==> config.mk <==
export PLATFORM = sky130hd
export DESIGN_NAME = wb_mem_tester
export DESIGN_NICKNAME = d
export VERILOG_FILES = /design/src/rtl/wb_mem_tester_pkg.sv /design/src/rtl/wb_mem_tester_pattern.sv /design/src/rtl/wb_mem_tester.sv
export SDC_FILE = /design/constraint.sdc
export NUM_CORES = 1
export LEC_CHECK = 0
export ABC_CLOCK_PERIOD_IN_PS = 3820
export CAP_MARGIN = 20
export CORE_MARGIN = 4
export CORE_UTILIZATION = 25
export CTS_BUF_LIST = sky130_fd_sc_hd__clkbuf_8
export DETAILED_ROUTE_END_ITERATION = 10
export MAX_ROUTING_LAYER = met4
export PLACE_DENSITY_LB_ADDON = 0.12
export SETUP_SLACK_MARGIN = 0.2
export SYNTH_ARGS = -nofsm -noshare
export SYNTH_HDL_FRONTEND = slang
export SYNTH_SLANG_ARGS = --single-unit
==> constraint.sdc <==
create_clock -name clk_i -period 3.82 [get_ports clk_i]
set_clock_uncertainty 0.15 [all_clocks]
set_input_delay 0.764 -clock clk_i [delete_from_list [all_inputs] [get_ports clk_i]]
set_output_delay 0.764 -clock clk_i [all_outputs]
set_load 0.05 [all_outputs]
==> src/rtl/wb_mem_tester_pkg.sv <==
// Shared definitions for the Wishbone memory tester.
//   mode_e  : data pattern selection (matches the 2-bit mode_i encoding)
//   state_e : top-level FSM states
//   lfsr_taps() : Galois tap mask (right-shifting form) for a given data width
package wb_mem_tester_pkg;

  typedef enum logic [1:0] {
    MODE_INCR = 2'd0,  // seed + i
    MODE_ADDR = 2'd1,  // byte address of the word
    MODE_LFSR = 2'd2,  // Galois LFSR seeded with seed
    MODE_WALK = 2'd3   // walking one
  } mode_e;

  typedef enum logic [2:0] {
    ST_IDLE   = 3'd0,
    ST_WRITE  = 3'd1,
    ST_WDRAIN = 3'd2,
    ST_READ   = 3'd3,
    ST_RDRAIN = 3'd4,
    ST_DONE   = 3'd5
  } state_e;

  localparam logic [63:0] LFSR_TAPS_16 = 64'h0000_0000_0000_B400;
  localparam logic [63:0] LFSR_TAPS_32 = 64'h0000_0000_8020_0003;
  localparam logic [63:0] LFSR_TAPS_64 = 64'hD800_0000_0000_0000;

  // Tap mask applied when the bit shifted out is 1: next = (s >> 1) ^ taps.
  function automatic logic [63:0] lfsr_taps(input int width);
    case (width)
      16:      return LFSR_TAPS_16;
      24:      return 64'h0000_0000_00E1_0000;
      32:      return LFSR_TAPS_32;
      40:      return 64'h0000_00A0_0014_0000;
      48:      return 64'h0000_C000_0018_0000;
      56:      return 64'h00C0_0006_0000_0000;
      default: return LFSR_TAPS_64;
    endcase
  endfunction

endpackage

==> src/rtl/wb_mem_tester_pattern.sv <==
// Word pattern generator used on both the issue and the check side.
//   clk_i, rst_i : clock, synchronous active-high reset
//   load_i       : restart the sequence at word 0 for mode_i/seed_i
//   advance_i    : step to the next word (ignored while load_i is high)
//   mode_i       : pattern selection (mode_e encoding)
//   seed_i       : seed for incr and LFSR modes
//   pattern_o    : current word, registered
// Every pattern is kept as a running value so each step is a single
// add/shift/rotate rather than a multiply by the word index.
module wb_mem_tester_pattern
  import wb_mem_tester_pkg::*;
#(
  parameter int                ADDR_W    = 32,
  parameter int                DATA_W    = 32,
  parameter logic [ADDR_W-1:0] BASE_ADDR = '0
) (
  input  logic              clk_i,
  input  logic              rst_i,
  input  logic              load_i,
  input  logic              advance_i,
  input  logic [1:0]        mode_i,
  input  logic [DATA_W-1:0] seed_i,
  output logic [DATA_W-1:0] pattern_o
);

  localparam logic [63:0]       TAPS64 = lfsr_taps(DATA_W);
  localparam logic [DATA_W-1:0] TAPS   = TAPS64[DATA_W-1:0];
  localparam logic [DATA_W-1:0] STEP   = DATA_W'(DATA_W / 8);
  // Address pattern is the byte address zero-extended or truncated to DATA_W.
  localparam logic [DATA_W-1:0] BASE_D = DATA_W'(BASE_ADDR);

  logic [DATA_W-1:0] pat_q;

  // NOTE: state registers use non-blocking assignments so every flop samples
  // the pre-edge values regardless of block evaluation order.
  always_ff @(posedge clk_i) begin
    if (rst_i) begin
      pat_q <= '0;
    end else if (load_i) begin
      case (mode_e'(mode_i))
        MODE_INCR: pat_q <= seed_i;
        MODE_ADDR: pat_q <= BASE_D;
        MODE_LFSR: pat_q <= (seed_i == '0) ? '1 : seed_i;  // all-zero state would lock up
        default:   pat_q <= DATA_W'(1);
      endcase
    end else if (advance_i) begin
      case (mode_e'(mode_i))
        MODE_INCR: pat_q <= pat_q + DATA_W'(1);
        MODE_ADDR: pat_q <= pat_q + STEP;
        MODE_LFSR: pat_q <= (pat_q >> 1) ^ (pat_q[0] ? TAPS : '0);
        default:   pat_q <= {pat_q[DATA_W-2:0], pat_q[DATA_W-1]};
      endcase
    end
  end

  assign pattern_o = pat_q;

endmodule

==> src/rtl/wb_mem_tester.sv <==
// Pipelined Wishbone master that writes a pattern over a memory region,
// reads it back and checks every word.
//   clk_i, rst_i          : clock, synchronous active-high reset
//   start_i               : start pulse, honoured only in IDLE/DONE
//   mode_i, seed_i, len_i : pattern mode, seed and word count, latched at start
//   wb_*                  : pipelined Wishbone master port
//   busy_o, done_o        : test running / test finished (level)
//   pass_o                : valid with done_o, 1 when no mismatches
//   err_count_o           : saturating mismatch count
//   first_err_addr_o/data_o : address and read data of the first mismatch
module wb_mem_tester
  import wb_mem_tester_pkg::*;
#(
  parameter int                ADDR_W          = 32,
  parameter int                DATA_W          = 32,
  parameter logic [ADDR_W-1:0] BASE_ADDR       = '0,
  parameter int                MAX_OUTSTANDING = 4,
  parameter int                LEN_W           = 24
) (
  input  logic                clk_i,
  input  logic                rst_i,
  input  logic                start_i,
  input  logic [1:0]          mode_i,
  input  logic [DATA_W-1:0]   seed_i,
  input  logic [LEN_W-1:0]    len_i,
  output logic                wb_cyc_o,
  output logic                wb_stb_o,
  output logic                wb_we_o,
  output logic [DATA_W/8-1:0] wb_sel_o,
  output logic [ADDR_W-1:0]   wb_addr_o,
  output logic [DATA_W-1:0]   wb_data_o,
  input  logic [DATA_W-1:0]   wb_data_i,
  input  logic                wb_stall_i,
  input  logic                wb_ack_i,
  output logic                busy_o,
  output logic                done_o,
  output logic                pass_o,
  output logic [15:0]         err_count_o,
  output logic [ADDR_W-1:0]   first_err_addr_o,
  output logic [DATA_W-1:0]   first_err_data_o
);

  localparam logic [ADDR_W-1:0] STEP    = ADDR_W'(DATA_W / 8);
  localparam logic [3:0]        MAX_OUT = 4'(MAX_OUTSTANDING);

  state_e             state_q;
  logic [1:0]         mode_q;
  logic [DATA_W-1:0]  seed_q;
  logic [LEN_W-1:0]   len_q;
  logic [LEN_W-1:0]   issued_q;
  logic [3:0]         out_q;
  logic [ADDR_W-1:0]  chk_addr_q;
  logic               first_seen_q;

  logic               idle_like;
  logic               start_go;
  logic               start_nil;
  logic               accept;
  logic               ack_ok;
  logic               rd_ack;
  logic [3:0]         out_next;
  logic [LEN_W-1:0]   issued_next;
  logic               last_issue;
  logic               more_ok;
  logic               reload;
  logic               mismatch;
  logic [1:0]         pat_mode;
  logic [DATA_W-1:0]  pat_seed;
  logic [DATA_W-1:0]  iss_pat;
  logic [DATA_W-1:0]  chk_pat;

  assign idle_like   = (state_q == ST_IDLE) || (state_q == ST_DONE);
  assign start_go    = start_i && idle_like && (len_i != '0);
  assign start_nil   = start_i && idle_like && (len_i == '0);
  assign accept      = wb_stb_o && !wb_stall_i;
  // A stray ack with nothing outstanding is dropped here so it can neither
  // underflow the counter nor advance the checker.
  assign ack_ok      = wb_ack_i && (out_q != '0);
  // The write phase fully drains before READ, so every ack seen in
  // READ/RDRAIN belongs to a read.
  assign rd_ack      = ack_ok && ((state_q == ST_READ) || (state_q == ST_RDRAIN));
  assign out_next    = out_q + {3'b000, accept} - {3'b000, ack_ok};
  assign issued_next = issued_q + LEN_W'(accept);
  assign last_issue  = (issued_next == len_q);
  // Strobe is registered, so it is decided from the post-edge counts.
  assign more_ok     = !last_issue && (out_next < MAX_OUT);
  assign reload      = (state_q == ST_WDRAIN) && (out_q == '0);
  assign mismatch    = rd_ack && (wb_data_i != chk_pat);

  // Generators load from the live inputs at start and from the latched
  // copies when the issue side rewinds for the read phase.
  assign pat_mode    = idle_like ? mode_i : mode_q;
  assign pat_seed    = idle_like ? seed_i : seed_q;

  wb_mem_tester_pattern #(
    .ADDR_W    (ADDR_W),
    .DATA_W    (DATA_W),
    .BASE_ADDR (BASE_ADDR)
  ) u_issue_pat (
    .clk_i     (clk_i),
    .rst_i     (rst_i),
    .load_i    (start_go || reload),
    .advance_i (accept),
    .mode_i    (pat_mode),
    .seed_i    (pat_seed),
    .pattern_o (iss_pat)
  );

  wb_mem_tester_pattern #(
    .ADDR_W    (ADDR_W),
    .DATA_W    (DATA_W),
    .BASE_ADDR (BASE_ADDR)
  ) u_check_pat (
    .clk_i     (clk_i),
    .rst_i     (rst_i),
    .load_i    (start_go),
    .advance_i (rd_ack),
    .mode_i    (pat_mode),
    .seed_i    (pat_seed),
    .pattern_o (chk_pat)
  );

  assign wb_sel_o  = wb_stb_o ? '1 : '0;
  assign wb_data_o = wb_we_o ? iss_pat : '0;

  always_ff @(posedge clk_i) begin
    if (rst_i) begin
      state_q          <= ST_IDLE;
      mode_q           <= '0;
      seed_q           <= '0;
      len_q            <= '0;
      issued_q         <= '0;
      out_q            <= '0;
      chk_addr_q       <= BASE_ADDR;
      first_seen_q     <= 1'b0;
      wb_cyc_o         <= 1'b0;
      wb_stb_o         <= 1'b0;
      wb_we_o          <= 1'b0;
      wb_addr_o        <= BASE_ADDR;
      busy_o           <= 1'b0;
      done_o           <= 1'b0;
      pass_o           <= 1'b0;
      err_count_o      <= '0;
      first_err_addr_o <= '0;
      first_err_data_o <= '0;
    end else begin
      out_q <= out_next;

      if (rd_ack) chk_addr_q <= chk_addr_q + STEP;

      if (mismatch) begin
        if (err_count_o != 16'hFFFF) err_count_o <= err_count_o + 16'd1;
        if (!first_seen_q) begin
          first_seen_q     <= 1'b1;
          first_err_addr_o <= chk_addr_q;
          first_err_data_o <= wb_data_i;
        end
      end

      case (state_q)
        ST_IDLE, ST_DONE: begin
          if (start_nil) begin
            state_q          <= ST_DONE;
            done_o           <= 1'b1;
            pass_o           <= 1'b1;
            err_count_o      <= '0;
            first_seen_q     <= 1'b0;
            first_err_addr_o <= '0;
            first_err_data_o <= '0;
          end else if (start_go) begin
            state_q          <= ST_WRITE;
            mode_q           <= mode_i;
            seed_q           <= seed_i;
            len_q            <= len_i;
            issued_q         <= '0;
            chk_addr_q       <= BASE_ADDR;
            wb_cyc_o         <= 1'b1;
            wb_stb_o         <= 1'b1;
            wb_we_o          <= 1'b1;
            wb_addr_o        <= BASE_ADDR;
            busy_o           <= 1'b1;
            done_o           <= 1'b0;
            pass_o           <= 1'b0;
            err_count_o      <= '0;
            first_seen_q     <= 1'b0;
            first_err_addr_o <= '0;
            first_err_data_o <= '0;
          end
        end

        ST_WRITE, ST_READ: begin
          if ((state_q == ST_READ) && !wb_cyc_o) begin
            // End of the one-cycle bus gap between the two phases.
            wb_cyc_o <= 1'b1;
            wb_stb_o <= 1'b1;
          end else begin
            issued_q <= issued_next;
            if (accept) wb_addr_o <= wb_addr_o + STEP;
            wb_stb_o <= more_ok;
            if (last_issue) state_q <= (state_q == ST_WRITE) ? ST_WDRAIN : ST_RDRAIN;
          end
        end

        ST_WDRAIN: begin
          if (out_q == '0) begin
            state_q   <= ST_READ;
            wb_cyc_o  <= 1'b0;
            wb_we_o   <= 1'b0;
            wb_addr_o <= BASE_ADDR;
            issued_q  <= '0;
          end
        end

        ST_RDRAIN: begin
          if (out_q == '0) begin
            state_q  <= ST_DONE;
            wb_cyc_o <= 1'b0;
            busy_o   <= 1'b0;
            done_o   <= 1'b1;
            pass_o   <= (err_count_o == '0);
          end
        end

        default: state_q <= ST_IDLE;
      endcase
    end
  end

endmodule

Word level (Yosys, flattened, before mapping)
Index checks and enable logic that the tools add are counted.
{"block": "word_totals", "output_inout_bits": 154, "elab_cells": 168, "regBits": 304, "inputBits": 95}
{"block": "op_classes", "n_bitwise": 3, "n_lt_le_gt_ge": 1, "mux": 71, "n_addsub": 10, "reduce_logical": 43, "eq_ne": 20}
{"op": "2-to-1 mux 32 bit", "n": 28}
{"op": "case mux 32 bit (3 select lines)", "n": 4}
{"op": "adder 32 x 3 -> 32 bit (second input constant)", "n": 4}
{"op": "2-to-1 mux 24 bit", "n": 4}
{"op": "2-to-1 mux 16 bit", "n": 5}
{"op": "case mux 24 bit (3 select lines)", "n": 1}
{"op": "adder 32 x 1 -> 32 bit (second input constant)", "n": 2}
{"op": "XOR 31 x 32 -> 32 bit", "n": 2}
{"op": "logical NOT 32 bit", "n": 1}
{"op": "!= test 32 bit", "n": 1}
{"op": "adder 24 x 1 -> 24 bit", "n": 1}
{"op": "== test 24 bit", "n": 1}
{"op": "logical NOT 24 bit", "n": 1}
{"op": "nonzero test 24 bit", "n": 1}
{"op": "2-to-1 mux 3 bit", "n": 7}
{"op": "adder 16 x 1 -> 16 bit (second input constant)", "n": 1}
{"op": "logical NOT 16 bit", "n": 1}
{"op": "!= test 16 bit (second input constant)", "n": 1}
{"op": "AND reduction 5 bit", "n": 3}
{"op": "2-to-1 mux 1 bit", "n": 13}
{"op": "!= test 2 bit (second input constant)", "n": 6}
{"op": "case mux 3 bit (4 select lines)", "n": 1}
{"op": "logical AND 1 bit", "n": 10}
{"op": "case mux 1 bit (2 select lines)", "n": 5}
{"op": "other kinds (26)", "n": 44}

Depth between registers and ports, before layout
{"block": "logic_depth", "ltp_word": 8, "ltp_mapped": 14}

Modules after synthesis
From an unflattened synthesis, not the netlist that was laid out.
{"block": "unflattened", "cells_unflattened": 2278, "hier_area_um2": 18133.6}
{"mod": "wb_mem_tester", "cells_each": 1377, "area_per_inst_um2": 11534.8, "n_inst": 1, "seq_area_each_um2": 4724.5}
{"mod": "wb_mem_tester_pattern (u_check_pat)", "cells_each": 456, "area_per_inst_um2": 3329.4, "n_inst": 1, "seq_area_each_um2": 640.6}
{"mod": "wb_mem_tester_pattern (u_issue_pat)", "cells_each": 445, "area_per_inst_um2": 3269.4, "n_inst": 1, "seq_area_each_um2": 640.6}

Worst setup path before layout
Ideal clock, no wire load.
{"block": "synth_path", "kind": "register -> register", "start": "register wb_stb_o", "end": "register state_q[1]", "arrival_ns": 3.704, "stages_incl_launch_ff": 14, "n_path_buf": 3, "setup_slack_ns": -0.137, "setup_time_ns": 0.103, "t_required_ns": 3.567, "synth_period_minus_slack_ns": 3.957, "path_cell_list": "dfxtp_1 > nor2b_1 > clkbuf_1 > clkbuf_1 > ha_1 > ha_1 > nand3_1 > clkbuf_1 > o311ai_0 > nand3_1 > a2111oi_4 > o2111a_2 > a41oi_1 > a2111oi_2"}
{"block": "synth_between", "elab_chain_len": 5}
{"item": "start, declared", "line_no": "wb_mem_tester.sv:27", "rtl": "output logic wb_stb_o,"}
{"item": "start signal, assigned", "line_no": "wb_mem_tester.sv:199", "rtl": "wb_stb_o <= more_ok;"}
{"item": "logical AND 1 bit", "line_no": "wb_mem_tester.sv:75", "rtl": "assign accept = wb_stb_o && !wb_stall_i;"}
{"item": "adder 24 x 1 -> 24 bit", "line_no": "wb_mem_tester.sv:83", "rtl": "assign issued_next = issued_q + LEN_W'(accept);"}
{"item": "== test 24 bit", "line_no": "wb_mem_tester.sv:84", "rtl": "assign last_issue = (issued_next == len_q);"}
{"item": "!= test 2 bit (no line)"}
{"item": "AND reduction 5 bit (no line)"}
{"item": "end signal, assigned", "line_no": "wb_mem_tester.sv:200", "rtl": "if (last_issue) state_q <= (state_q == ST_WRITE) ? ST_WDRAIN : ST_RDRAIN;"}
{"item": "end, declared", "line_no": "wb_mem_tester.sv:46", "rtl": "state_e state_q;"}
No other way between the ends.
A chain may end at the register's enable or synchronous reset.

Worst setup path in the final report
{"block": "layout_path", "start": "input port wb_stall_i", "end": "register state_q[1]"}
{"block": "layout_between", "elab_chain_len": 6}
{"item": "start, declared", "line_no": "wb_mem_tester.sv:33", "rtl": "input logic wb_stall_i,"}
{"item": "logical NOT 1 bit", "line_no": "wb_mem_tester.sv:75"}
{"item": "logical AND 1 bit", "line_no": "wb_mem_tester.sv:75"}
{"item": "adder 24 x 1 -> 24 bit", "line_no": "wb_mem_tester.sv:83"}
{"item": "== test 24 bit", "line_no": "wb_mem_tester.sv:84"}
{"item": "!= test 2 bit (no line)"}
{"item": "AND reduction 5 bit (no line)"}
No other way between the ends.

==> flow_summary.toml <==
[run]
cap_viol_max_count = 0

[placement]
numPortBuffers = 246
hpwlAfterDp_um = 47560
place_congestion = 0.8534

[power]
switching_share_pct = 43.26
power_density_nw_per_um2 = 572.2
internal_power_uw = 7199
ir_drop_mv = 0.3790
clock_power_share_pct = 26.1
power.leakage_uw = 0.007687
power_frac_seq_pct = 33.0
switchingPower_uw = 5489
p_comb_share_pct = 40.9

[sta]
max_freq_ghz = 0.2951
post-route-min-period_ns = 3.388
period_share_pct = 88.70
hold_violations = 0
rsz0062_at_grt = "false"
relSlewSlack_pct = 37.07
slew_violations = 0
setup_viol = 0
tightest_slew_ns = 0.9341
tns_ns = 0

[clocking]
cts-htree-levels = 2
cts.sinks = 300
clk_pin_slew_ns = 0.05
clk_path_buf_depth = 3
cts_hold_buffers = 0
cts_root_buf = "clkbuf_8"
cts_made_buffers = 61
clkLatencyLatePin_ns = 0.67
tritoncts = "done"
post_cts_buffers = 0
post_cts_resized = 0

[synth]
ys_seq_area_share_pct = 34.64
synth-main-ff-cell = "dfxtp_1"
synth.most_common_cell = "dfxtp_1"
synth_enable_flop_cells = 0
ys_async_sr_fraction_pct = 0
ys_ff_latch = 300
synth_common_cells = "300 x dfxtp_1, 296 x nand2_1, 251 x nor2_1, 149 x a21oi_1, 130 x clkbuf_1"
synth.cell_area_um2 = 17340
ys_types = 95
netlist_instances = 2218
synth_top_cell_area_share_pct = 34.64
synth_top_area_cell = "dfxtp_1"
yosys-top-cells-area = "dfxtp_1 35%, nand2_1 6.4%, mux2i_1 6.1%, nor2_1 5.4%, xnor2_1 4.3%"
syn_area_per_cell_um2 = 7.817
ys_warn_count = 0

[routing]
drc_errors = 0
ant_nets = 0
firstDrtPassIters = 6
routed_wl_um = 66790
first_iter_violations = 1223
routedWlPerCell_um = 19.60
vias_per_cell = 5.054
vias = 17230

[grt]
grt_max_degree = 101
antenna_found_initial = 3
grt_pass1_vias = 16910
grt_overflow_total = 0
grt_pass1_wl_um = 103200
grt_usage_pct = 18.05

[floorplanning]
initial_core_util_pct = 25.23
core_area_um2 = 68710
dieArea_um2 = 73630
die_height_um = 271.3
num_rows = 96
die_x_um = 271.3
io_pins = 249

[cells_and_area]
regArea_um2 = 6007
layout.nets = 2541
fillers = 7321
finalCoreUtilization_pct = 32.28
multi_input_area_um2 = 10370
syn_to_final_growth_pct = 27.90
drive_gt1_share_pct = 9.131

[setup_path]
path_common_cell = "nand3_1"
crit_path_end_kind = "flip-flop"
critical_path_class = "primary input to flip-flop"
timing.critical_path.max_delay_family = "compound AO/OA/AOI/OAI gates"
slowest_delay_ns = 0.49
cp_slowest_cell = "clkdlybuf4s50_1"
crit_arrival_ns = 3.79
required_ns = 4.23
worstPathCellList = "clkdlybuf4s50_1 -> nor2b_1 -> ha_2 -> ha_4 -> nand3_1 -> buf_4 -> o311ai_0 -> nand3_1 -> a2111oi_4 -> o2111a_2 -> a41oi_1 -> a2111oi_2"
crit_fanout = 10
start_kind = "primary input"
path_buf_inv = 2

[hold_path]
hold_class = "flip-flop to flip-flop"

[run_status]
status = "finished clean"
==> cell usage in the layout, fill, tap and decap left out, types with 6 or more instances in the layout <==
master / synthesis / layout
a211oi_1: 31 / 31
a21oi_1: 149 / 149
a222oi_1: 8 / 8
a22oi_1: 16 / 16
a31oi_1: 31 / 31
a32oi_1: 8 / 8
and2_1: 47 / 46
and3_1: 40 / 40
and4_1: 15 / 15
buf_12: 0 / 14
buf_4: 8 / 77
clkbuf_8: 2 / 72
clkdlybuf4s50_1: 1 / 245
clkinv_2: 0 / 10
dfxtp_1: 300 / 299
ha_1: 15 / 13
inv_1: 34 / 56
mux2i_1: 106 / 106
nand2_1: 296 / 293
nand3_1: 70 / 70
nand4_1: 51 / 51
nor2_1: 251 / 248
nor2b_1: 7 / 7
nor3_1: 55 / 55
nor3b_1: 6 / 6
nor4_1: 51 / 51
o211ai_1: 15 / 15
o21a_1: 11 / 11
o21ai_0: 84 / 84
o21ai_1: 7 / 6
o221ai_1: 6 / 6
o22ai_1: 21 / 21
or3_1: 13 / 12
or4_1: 6 / 6
xnor2_1: 86 / 86
xor2_1: 86 / 86
==> layout make-up <==
cell class / count / area share (%)
Antenna cell: 2 / 0.02257
Clock buffer: 72 / 4.469
Clock inverter: 36 / 0.8859
Inverter: 35 / 0.5925
Multi-Input combinational cell: 1696 / 46.76
Sequential cell: 300 / 27.09
Tap cell: 931 / 5.253
Timing Repair Buffer: 336 / 14.93
==> registers in the layout, summed over array words and instances, names as in the netlist, 4 cells and up <==
name,flops
first_err_addr_o,32
first_err_data_o,32
seed_q,32
u_check_pat.pattern_o,32
u_issue_pat.pattern_o,32
chk_addr_q,30
wb_addr_o,30
issued_q,24
len_q,24
err_count_o,16
out_q,4
==> through the flow <==
step	hold WS (ns)	instances	total power, µW	worst slack (ns)	instance area, µm²
after floorplan	0.2849	2219	7374	0.2058	17360
after global placement	0.2940	3298	9372	-0.1905	20980
after detailed placement	0.3064	3298	9391	-0.2867	20980
after CTS	0.3113	3406	12820	0.4684	22170
after global routing	0.3315	3408	13490	0.3195	22180
final	0.3119	3408	12690	0.4317	22180
==> tightest hold or removal path, stage by stage (launching register included) <==
cell and delay [ns]:
dfxtp_1 0.31, nand2_1 0.05, a21oi_1 0.05
==> cell families after synthesis <==
logic type / synth area share [%]
muxes: 6.314
xor gates and xnor gates: 8.876
buffers and inverters: 5.853
adders and majority gates: 1.198
other: 0.02163
AOI/OAI and AO/OA: 16.48
and+or+nand+nor: 26.62
DFF: 34.64
==> layer usage <==
layer | part of all wire [%] | routed length [µm] | vias to the layer above | track usage [%]
met4 | 2.8 | 1849 | 0 | 5.214
met3 | 6.3 | 4203 | 122 | 3.447
met5 | 0 | 0 | - | -
met2 | 45 | 29950 | 536 | 27.64
li1 | - | - | 8277 | -
met1 | 46 | 30790 | 8290 | 24.31
==> power by group through the flow <==
stage / Combinational [µW] / Sequential [µW] / Clock [µW]
3_3_place_gp: 5140 / 4230 / 0
6_report: 5190 / 4180 / 3310
4_1_cts: 5180 / 4170 / 3470
2_1_floorplan: 3430 / 3940 / 0
3_5_place_dp: 5160 / 4230 / 0
5_1_grt: 5620 / 4250 / 3610
==> final timing paths <==
kind	start	endpoint	slack, ns	depth (start not counted)
setup / recovery	wb_stall_i	state_q[1]$_SDFFE_PP0P_	0.43	12
hold / removal	mode_q[1]$_SDFFE_PP0P_	mode_q[1]$_SDFFE_PP0P_	0.31	2
setup reg to reg	state_q[1]$_SDFFE_PP0P_	u_check_pat.pattern_o[27]$_SDFFE_PP0P_	0.55	9
hold reg to reg	mode_q[1]$_SDFFE_PP0P_	mode_q[1]$_SDFFE_PP0P_	0.31	2
Note: power is estimated with default switching activity, not from simulation.
